===== config.mk =====
export PLATFORM = sky130hd
export DESIGN_NAME = latch_pipe_stage
export DESIGN_NICKNAME = d
export VERILOG_FILES = /design/src/rtl/latch_pipe_stage_pkg.sv /design/src/rtl/latch_payload_register.sv /design/src/rtl/latch_pipe_stage.sv
export SDC_FILE = /design/constraint.sdc
export NUM_CORES = 1
export LEC_CHECK = 0
export CAP_MARGIN = 20
export CORE_ASPECT_RATIO = 0.8
export CORE_MARGIN = 10
export CORE_UTILIZATION = 46
export DETAILED_ROUTE_END_ITERATION = 8
export PLACE_DENSITY = 0.86
export SYNTH_ARGS = -nofsm -noshare
export SYNTH_HDL_FRONTEND = slang
export SYNTH_SLANG_ARGS = --single-unit

===== constraint.sdc =====
create_clock -name clock -period 1.96 [get_ports clock]
set_input_delay 0.49 -clock clock [delete_from_list [all_inputs] [get_ports clock]]
set_output_delay 0.49 -clock clock [all_outputs]
set_load 0.02 [all_outputs]

===== src/rtl/latch_pipe_stage_pkg.sv =====
// Shared definitions for the stallable pipeline stage register: FSM state encodings,
// write-channel indices and write-enable constants.
package latch_pipe_stage_pkg;

    typedef enum logic [1:0] {
        STATE_EMPTY = 2'd0,
        STATE_ONE   = 2'd1,
        STATE_TWO   = 2'd2
    } state_t;

    localparam int CHANNEL_GPR = 0;
    localparam int CHANNEL_HI  = 1;
    localparam int CHANNEL_LO  = 2;

    localparam logic WRITE_ENABLE  = 1'b1;
    localparam logic WRITE_DISABLE = 1'b0;

    // Packed width of one stored beat: per channel one enable, one address, one data word.
    function automatic int payload_width(input int channels, input int addr_width, input int data_width);
        return channels * (1 + addr_width + data_width);
    endfunction

endpackage


===== src/rtl/latch_payload_register.sv =====
// One storage entry of the stage: a load-enabled register holding {enables, addresses, data}
// whose enable field can be squashed synchronously while address/data keep their value.
module latch_payload_register
    import latch_pipe_stage_pkg::*;
#(
    parameter int CHANNELS   = 3,
    parameter int DATA_WIDTH = 32,
    parameter int ADDR_WIDTH = 5,
    localparam int WIDTH     = payload_width(CHANNELS, ADDR_WIDTH, DATA_WIDTH)
) (
    input  logic             clock,
    input  logic             reset,
    input  logic             load,
    input  logic             clear_enables,
    input  logic [WIDTH-1:0] d,
    output logic [WIDTH-1:0] q
);

    localparam int FIELD_WIDTH = CHANNELS * (ADDR_WIDTH + DATA_WIDTH);

    logic [WIDTH-1:0] payload_r;

    // Payload storage; clearing only touches the enable field at the top of the word.
    always_ff @(posedge clock or negedge reset) begin
        if (!reset) begin
            payload_r <= {WIDTH{1'b0}};
        end else if (clear_enables) begin
            if (load) begin
                payload_r <= {{CHANNELS{WRITE_DISABLE}}, d[FIELD_WIDTH-1:0]};
            end else begin
                payload_r <= {{CHANNELS{WRITE_DISABLE}}, payload_r[FIELD_WIDTH-1:0]};
            end
        end else if (load) begin
            payload_r <= d;
        end else begin
            payload_r <= payload_r;
        end
    end

    assign q = payload_r;

endmodule


===== src/rtl/latch_pipe_stage.sv =====
// Valid/ready pipeline stage for register-write requests with a one-entry skid buffer
// and synchronous flush; main entry drives the outputs, skid absorbs one beat under stall.
module latch_pipe_stage
    import latch_pipe_stage_pkg::*;
#(
    parameter int CHANNELS   = 3,
    parameter int DATA_WIDTH = 32,
    parameter int ADDR_WIDTH = 5
) (
    input  logic                           clock,
    input  logic                           reset,
    input  logic                           flush,
    input  logic                           in_valid,
    output logic                           in_ready,
    input  logic [CHANNELS-1:0]            in_write_enable,
    input  logic [CHANNELS*ADDR_WIDTH-1:0] in_write_address,
    input  logic [CHANNELS*DATA_WIDTH-1:0] in_write_data,
    output logic                           out_valid,
    input  logic                           out_ready,
    output logic [CHANNELS-1:0]            out_write_enable,
    output logic [CHANNELS*ADDR_WIDTH-1:0] out_write_address,
    output logic [CHANNELS*DATA_WIDTH-1:0] out_write_data,
    output logic [1:0]                     occupancy
);

    localparam int WIDTH       = payload_width(CHANNELS, ADDR_WIDTH, DATA_WIDTH);
    localparam int FIELD_WIDTH = CHANNELS * (ADDR_WIDTH + DATA_WIDTH);

    state_t           state_r;
    logic             in_ready_s;
    logic             out_valid_s;
    logic             accept_s;
    logic             take_s;
    logic             main_load_s;
    logic             skid_load_s;
    logic             main_from_skid_s;
    logic [WIDTH-1:0] in_payload_s;
    logic [WIDTH-1:0] main_d_s;
    logic [WIDTH-1:0] main_q_s;
    logic [WIDTH-1:0] skid_q_s;

    // Handshake is decoded purely from the state register, so in_ready never sees out_ready.
    assign in_ready_s  = (state_r != STATE_TWO);
    assign out_valid_s = (state_r != STATE_EMPTY);
    assign accept_s    = in_valid & in_ready_s;
    assign take_s      = out_valid_s & out_ready;

    assign in_payload_s = {in_write_enable, in_write_address, in_write_data};

    // Storage load decode; a flush suppresses every load so the input beat is discarded.
    always_comb begin
        main_load_s      = 1'b0;
        skid_load_s      = 1'b0;
        main_from_skid_s = 1'b0;
        if (flush) begin
            main_load_s = 1'b0;
            skid_load_s = 1'b0;
        end else begin
            case (state_r)
                STATE_EMPTY: begin
                    main_load_s = accept_s;
                end
                STATE_ONE: begin
                    main_load_s = accept_s & take_s;
                    skid_load_s = accept_s & ~take_s;
                end
                STATE_TWO: begin
                    main_load_s      = take_s;
                    main_from_skid_s = take_s;
                end
                default: begin
                    main_load_s = 1'b0;
                end
            endcase
        end
    end

    // Main entry is refilled from the skid when the stage drains out of TWO, keeping FIFO order.
    always_comb begin
        if (main_from_skid_s) begin
            main_d_s = skid_q_s;
        end else begin
            main_d_s = in_payload_s;
        end
    end

    // Occupancy FSM; flush returns to EMPTY regardless of the handshake in that cycle.
    always_ff @(posedge clock or negedge reset) begin
        if (!reset) begin
            state_r <= STATE_EMPTY;
        end else if (flush) begin
            state_r <= STATE_EMPTY;
        end else begin
            case (state_r)
                STATE_EMPTY: begin
                    if (accept_s) state_r <= STATE_ONE;
                    else          state_r <= STATE_EMPTY;
                end
                STATE_ONE: begin
                    if (accept_s && !take_s)      state_r <= STATE_TWO;
                    else if (take_s && !accept_s) state_r <= STATE_EMPTY;
                    else                          state_r <= STATE_ONE;
                end
                STATE_TWO: begin
                    if (take_s) state_r <= STATE_ONE;
                    else        state_r <= STATE_TWO;
                end
                default: begin
                    state_r <= STATE_EMPTY;
                end
            endcase
        end
    end

    latch_payload_register #(
        .CHANNELS   (CHANNELS),
        .DATA_WIDTH (DATA_WIDTH),
        .ADDR_WIDTH (ADDR_WIDTH)
    ) u_main (
        .clock         (clock),
        .reset         (reset),
        .load          (main_load_s),
        .clear_enables (flush),
        .d             (main_d_s),
        .q             (main_q_s)
    );

    latch_payload_register #(
        .CHANNELS   (CHANNELS),
        .DATA_WIDTH (DATA_WIDTH),
        .ADDR_WIDTH (ADDR_WIDTH)
    ) u_skid (
        .clock         (clock),
        .reset         (reset),
        .load          (skid_load_s),
        .clear_enables (flush),
        .d             (in_payload_s),
        .q             (skid_q_s)
    );

    // Enables are gated by valid so an empty stage can never issue a register write.
    assign in_ready          = in_ready_s;
    assign out_valid         = out_valid_s;
    assign out_write_enable  = main_q_s[WIDTH-1 -: CHANNELS] & {CHANNELS{out_valid_s}};
    assign out_write_address = main_q_s[FIELD_WIDTH-1 -: CHANNELS*ADDR_WIDTH];
    assign out_write_data    = main_q_s[CHANNELS*DATA_WIDTH-1:0];
    assign occupancy         = state_r;

endmodule

[After elaboration in Yosys (flattened, before gate mapping)]
Cells that the tools add are included.
Storage, ports and cells
  register bits: 230
  bits in latches: 0
  memory bits (writable): 0
  memory bits (read-only): 0
  input bits: 119
  output and inout bits: 118
  logic and storage cells: 41
  memories: 0
Operators by class
  add/subtract/negate cells: 0
  multiply operators: 0
  div/mod/pow operators: 0
  order comparisons: 0
  equality and inequality tests: 3
  shift operators: 0
  muxes and demuxes: 19
  bitwise operators: 6
  reduce and logical (&&, ||, !) cells: 8
Operators with widths (count)
  $mux 114: 5
  $mux 111: 2
  $mux 1: 7
  $mux 2: 3
  $pmux 2 s3: 1
  $reduce_bool 2->1: 3
  $and 1x1->1: 4
  $and 3x3->3: 1
  $pmux 1 s3: 1
  $eq 2x1->1 const B: 1
  $eq 2x2->1 const B: 1
  $logic_and 1x1->1: 2
  $logic_not 1->1: 2
  $logic_not 2->1: 1
  $ne 2x2->1 const B: 1
  $not 1->1: 1

[Logic depth before layout (Yosys ltp)]
  depth in word-level cells: 8
  depth in mapped cells: 10
  depth with buffers taken out: 7

[Modules after synthesis]
Synthesis repeated with hierarchy kept, for this count alone.
Second synthesis, totals
  cells, all modules: 639
  area total of the unflattened synthesis: 10785.3 sq um
By module, submodules not included
  latch_payload_register: instances 2, cells each 244, area an instance 4476.8 sq um, sequential area each 2852.7 sq um
  latch_pipe_stage: instances 1, cells each 151, area an instance 1831.8 sq um, sequential area each 50.0 sq um

[Least setup slack after synthesis]
No wires, ideal clock.
  kind: register -> register
  start point: reg state_r[0], in the netlist occupancy[0]
  end point: reg u_main.payload_r[65], in the netlist u_main.q[65]
  setup time: 0.125 ns
  data arrival time: 2.266 ns
  required time: 1.835 ns
  path slack: -0.431 ns
  cell stages (with the launch flop): 10
  buffers on the path: 3
  clock period less this slack: 2.391 ns
  path through: dfrtp_1 buf_2 nand2b_1 and2_1 ha_1 nand3b_1 o22ai_2 buf_6 buf_2 mux2_2
Between the ends
  elaborated cells on any way between the ends: 16
  classes of those cells: eq/ne (3); mux (8); bitwise (3); reduce/logical (2)
RTL lines
  start, declared: RTL line latch_pipe_stage.sv:29  | state_t state_r;
  start signal, assigned: RTL line latch_pipe_stage.sv:90  | state_r <= STATE_EMPTY;
  start signal, assigned: RTL line latch_pipe_stage.sv:92  | state_r <= STATE_EMPTY;
  start signal, assigned: RTL line latch_pipe_stage.sv:96  | if (accept_s) state_r <= STATE_ONE;
  $ne 2x2->1 *: RTL line latch_pipe_stage.sv:43  | assign in_ready_s = (state_r != STATE_TWO);
  named net in_ready: RTL line latch_pipe_stage.sv:14  | output logic in_ready,
  $and 1x1->1 *: RTL line latch_pipe_stage.sv:45  | assign accept_s = in_valid & in_ready_s;
  $and 1x1->1: RTL line latch_pipe_stage.sv:64  | main_load_s = accept_s & take_s;
  $pmux 1 s3 *: RTL line latch_pipe_stage.sv:59  | case (state_r)
  $mux 1 *: RTL line latch_pipe_stage.sv:55  | if (flush) begin
  end signal, assigned: RTL line latch_payload_register.sv:29  | payload_r <= {{CHANNELS{WRITE_DISABLE}}, d[FIELD_WIDTH-1:0]};
  end signal, assigned: RTL line latch_payload_register.sv:31  | payload_r <= {{CHANNELS{WRITE_DISABLE}}, payload_r[FIELD_WIDTH-1:0]};
  end signal, assigned: RTL line latch_payload_register.sv:36  | payload_r <= payload_r;
  end, declared: RTL line latch_payload_register.sv:21  | logic [WIDTH-1:0] payload_r;
Mark *: on every way through the listed nets, which the timed path passes. The rest lies on a longest branch. The select of a mux whose other input is x is not followed.
A chain may end at the register's enable or synchronous reset.

[Worst setup path after layout]
  start point: reg state_r[0], in the netlist occupancy[0]
  end point: reg u_skid.payload_r[66], in the netlist u_skid.q[66]
Between the ends
  word-level cells in the longest chain between the ends: 6
  elaborated cells on any way between the ends: 9
  classes of those cells: eq/ne (2); mux (2); bitwise (4); reduce/logical (1)
Ends and longest elaborated chain
  $reduce_bool 2->1: RTL line latch_pipe_stage.sv:44  | assign out_valid_s = (state_r != STATE_EMPTY);
  $and 1x1->1: RTL line latch_pipe_stage.sv:46  | assign take_s = out_valid_s & out_ready;
  $not 1->1: RTL line latch_pipe_stage.sv:65  | skid_load_s = accept_s & ~take_s;
  $and 1x1->1: RTL line latch_pipe_stage.sv:65
  $mux 1 *: RTL line latch_pipe_stage.sv:59
  $mux 1 *: RTL line latch_pipe_stage.sv:55
  end signal, assigned: RTL line latch_payload_register.sv:29
  end signal, assigned: RTL line latch_payload_register.sv:31
  end signal, assigned: RTL line latch_payload_register.sv:36
  end, declared: RTL line latch_payload_register.sv:21
Mark *: on every way between the ends. The rest lies on a longest branch, timed or not.

==> impl_metrics.csv <==
group,metric,value,unit
power_and_ir_drop,seqPwrFrac,42.4,%
power_and_ir_drop,irDropWorstVdd,643,µV
power_and_ir_drop,clockPowerShare,27.7,%
timing,fmax,0.452,GHz
cts,cts_sinks,230,
logic_synthesis,syn_inst,750,
routing,detail-route-antenna-nets,0,
setup_path,setup.worst_path.start_class,"flip-flop",
cts,htree_levels,1,
routing,wl,31300,µm
placement,portBuffers,236,
floorplan,die_area,30400,µm²
logic_synthesis,synth_nets,871,
floorplan,die_w,193,µm
status,status,"complete, but fails checks",
floorplan,rows,50,
timing,worst_pin_slew,0.386,ns
cts,root_buffer,"clkbuf_16",
placement,hpwl,17500,µm
logic_synthesis,synth_seq_cells,230,
cts,cts_made_buffers,24,
routing,first_pass_iters,4,
timing,rsz0062_at_grt,"yes",
floorplan,ioPinCount,237,
cts,clk_pin_slew,0.06,ns
setup_path,slowest_delay,0.44,ns
setup_path,worstReg2RegEnd,"u_skid.q[66]",
global_routing,first_global_vias,7676,
routing,drtIter0Drc,301,
setup_path,crit_chain,"nand2b_4, and2_4, ha_2, nand3b_1, nor2_4, buf_12, buf_12, buf_16, mux2_2",
global_routing,grt_usage,18.9,%
cts,clock_latency,0.51,ns
cells_and_area,antenna_cells,0,
floorplan,die_h,158,µm
logic_synthesis,yosys_warnings,0,
floorplan,coreArea,23400,µm²
power_and_ir_drop,internal_power,0.0119,W
status,violations,"setup timing",
global_routing,gr-total-overflow,0,
setup_path,reg2reg_slack,-0.25,ns
routing,via_per_inst,5.23,
routing,drt-met1-wl,13200,µm
logic_synthesis,synth_edf_count,0,
setup_path,cp_slowest_cell,"dfrtp_2",
floorplan,start_util,46.8,%
routing,vias,6724,
setup_path,worstReg2RegStart,"occupancy[0]",
setup_path,crit_top_cell,"buf_12",
worst_hold_path,hp-class,"input pin to async pin",
timing,slew_headroom,73.5,%
timing,slew_viol_final,0,
logic_synthesis,synth_area,11000,µm²
routing,highest_layer,"met4",
power_and_ir_drop,p_sw,0.00463,W
routing,wl_met3,2040,µm
timing,period_share,113,%
power_and_ir_drop,combinationalPowerShare,29.9,%
setup_path,path_class,"flip-flop to flip-flop",
placement,gp_congestion,0.744,
routing,route.detailed.drc,0,
cts,cts.path.max_buffers,3,
setup_path,cp_max_fo,7,
logic_synthesis,seq_area_frac_synth,52.6,%
timing,hold_viol_final,0,
logic_synthesis,syn_area_per_cell,14.6,µm²
logic_synthesis,ys_async_sr_fraction,100,%
flow_run,cap_violations,0,
logic_synthesis,ys_types,26,
global_routing,grt_pass1_wl,45400,µm
setup_path,worstSetupEndpointType,"flip-flop",
timing,min_period,2.21,ns
timing,setup_ws,-0.252,ns
global_routing,grt_max_degree,65,
power_and_ir_drop,p_sw_share,27.9,%
cells_and_area,finish.instance_area,16100,µm²
timing,whs,0.469,ns
power_and_ir_drop,power_density,1030,nW/µm²
cells_and_area,nNetsFinal,1078,
routing,wl_met2,15400,µm
cts,cts_tree,"yes",
power_and_ir_drop,power.leakage,7.93,nW
setup_path,worst-endpoint-arrival,2.61,ns
setup_path,reg2regPathDepth,9,
routing,wire_per_inst,24.4,µm
timing,fin_skew,0.00536,ns
cells_and_area,drive_above_1_share,47.5,%
setup_path,required,2.36,ns
cells_and_area,area_growth,46.8,%
logic_synthesis,synth_ff_type,"dfrtp_1",
global_routing,antenna_found_initial,0,
timing,setup_viol,225,
placement,placedInstanceArea,13200,µm²
[how the worst max path moves through the flow]
stage	from	to	cells after the start
floorplan	occupancy[0]	u_skid.q[100]	10
global placement	out_ready	u_main.q[65]	7
detailed placement	out_ready	u_main.q[93]	7
CTS	occupancy[0]	u_main.q[22]	7
global route	occupancy[0]	u_main.q[58]	8
finish	occupancy[0]	u_skid.q[66]	9
[power by group through the flow]
stage          clock (W)  sequential [W]  combinational (W)
2_1_floorplan          0         0.00669            0.00317
3_3_place_gp           0         0.00688            0.00410
3_5_place_dp           0         0.00696            0.00422
4_1_cts          0.00467         0.00694            0.00485
5_1_grt          0.00487         0.00716            0.00523
6_report         0.00459         0.00702            0.00495
[kinds of logic (layout without fill, tap and decap cells)]
group / after synthesis / count (layout) / share of synthesized area [%]
multiplexers: 340 / 340 / 34.9
flip-flops: 230 / 230 / 52.6
buffers and inverters: 153 / 376 / 10.6
AND/OR/NAND/NOR: 18 / 18 / 1.10
AO/OA/AOI/OAI: 7 / 7 / 0.571
adder cells (fa/ha/maj): 2 / 2 / 0.228
[cell type report]
class	count	area (µm²)
Sequential cell	230	5760
Multi-Input combinational cell	367	4820
Tap cell	312	390
Inverter	3	11.3
Clock buffer	38	724
Timing Repair Buffer	331	4300
Fill cell	1467	7320
Clock inverter	4	70.1
[metrics by stage]
stage / TNS, ns / setup slack [ns] / std cells / power [W] / util (%)
6_report: -39.06 / -0.252 / 1285 / 0.0166 / 68.7
4_1_cts: -28.61 / -0.171 / 1283 / 0.0165 / 66.1
3_5_place_dp: -122.09 / -0.609 / 1192 / 0.0112 / 56.4
3_3_place_gp: -118.61 / -0.592 / 1192 / 0.0110 / 56.4
5_1_grt: -58.61 / -0.337 / 1285 / 0.0173 / 68.7
2_1_floorplan: -31.06 / -0.182 / 750 / 0.00987 / -
[state kept, by name (all words and copies together) (netlist names)]
signal,flops
u_skid.q,114
u_main.q,114
occupancy,2
[worst max-delay path: cells and delay by family (launching register included)]
kind	cells	cell delay, ns
adders and majority gates	1	0.17
buffers and inverters	3	0.44
DFF	1	0.44
muxes	1	0.33
and+or+nand+nor	4	0.70
[synth_stat cells, types with 3 or more instances]
cell,count,area (µm²)
mux2_1,60,676
a22o_1,3,26.3
buf_4,126,946
mux2i_1,4,40.0
buf_6,5,56.3
nor2_1,6,22.5
buf_2,11,55.1
dfrtp_1,230,5760
buf_8,3,45.0
inv_1,3,11.3
mux2_2,276,3110
clkbuf_4,4,30.0
nor2b_1,4,25.0
[layer usage]
metal  vias to the layer above  track usage, %
met5                         -               0
met4                         0            4.16
met3                        48            5.61
met2                       196            31.9
met1                      3551            23.6
li1                       2929               -
[repair_timing]
action,4_1_cts,5_1_grt
gates resized for setup,211,201
hold buffers,1,0
gates cloned,19,10
buffers inserted,30,7
endpoints found under the setup margin,336,340
pin swaps,2,3
hold endpoints to repair,40,0
[cell usage in the layout (no fill, tap or decap), drive strengths merged, types with 2 or more instances in the layout]
cell type / instances
a22o: 3
buf: 92
bufinv: 2
clkbuf: 47
clkdlybuf4s50: 117
clkinv: 2
dfrtp: 230
dlygate4sd2: 2
dlymetal6s2s: 109
ha: 2
inv: 3
mux2: 336
mux2i: 4
nand3b: 2
nor2: 6
nor2b: 4
o22ai: 2
or2: 2
(Power assumes the default switching activity.)
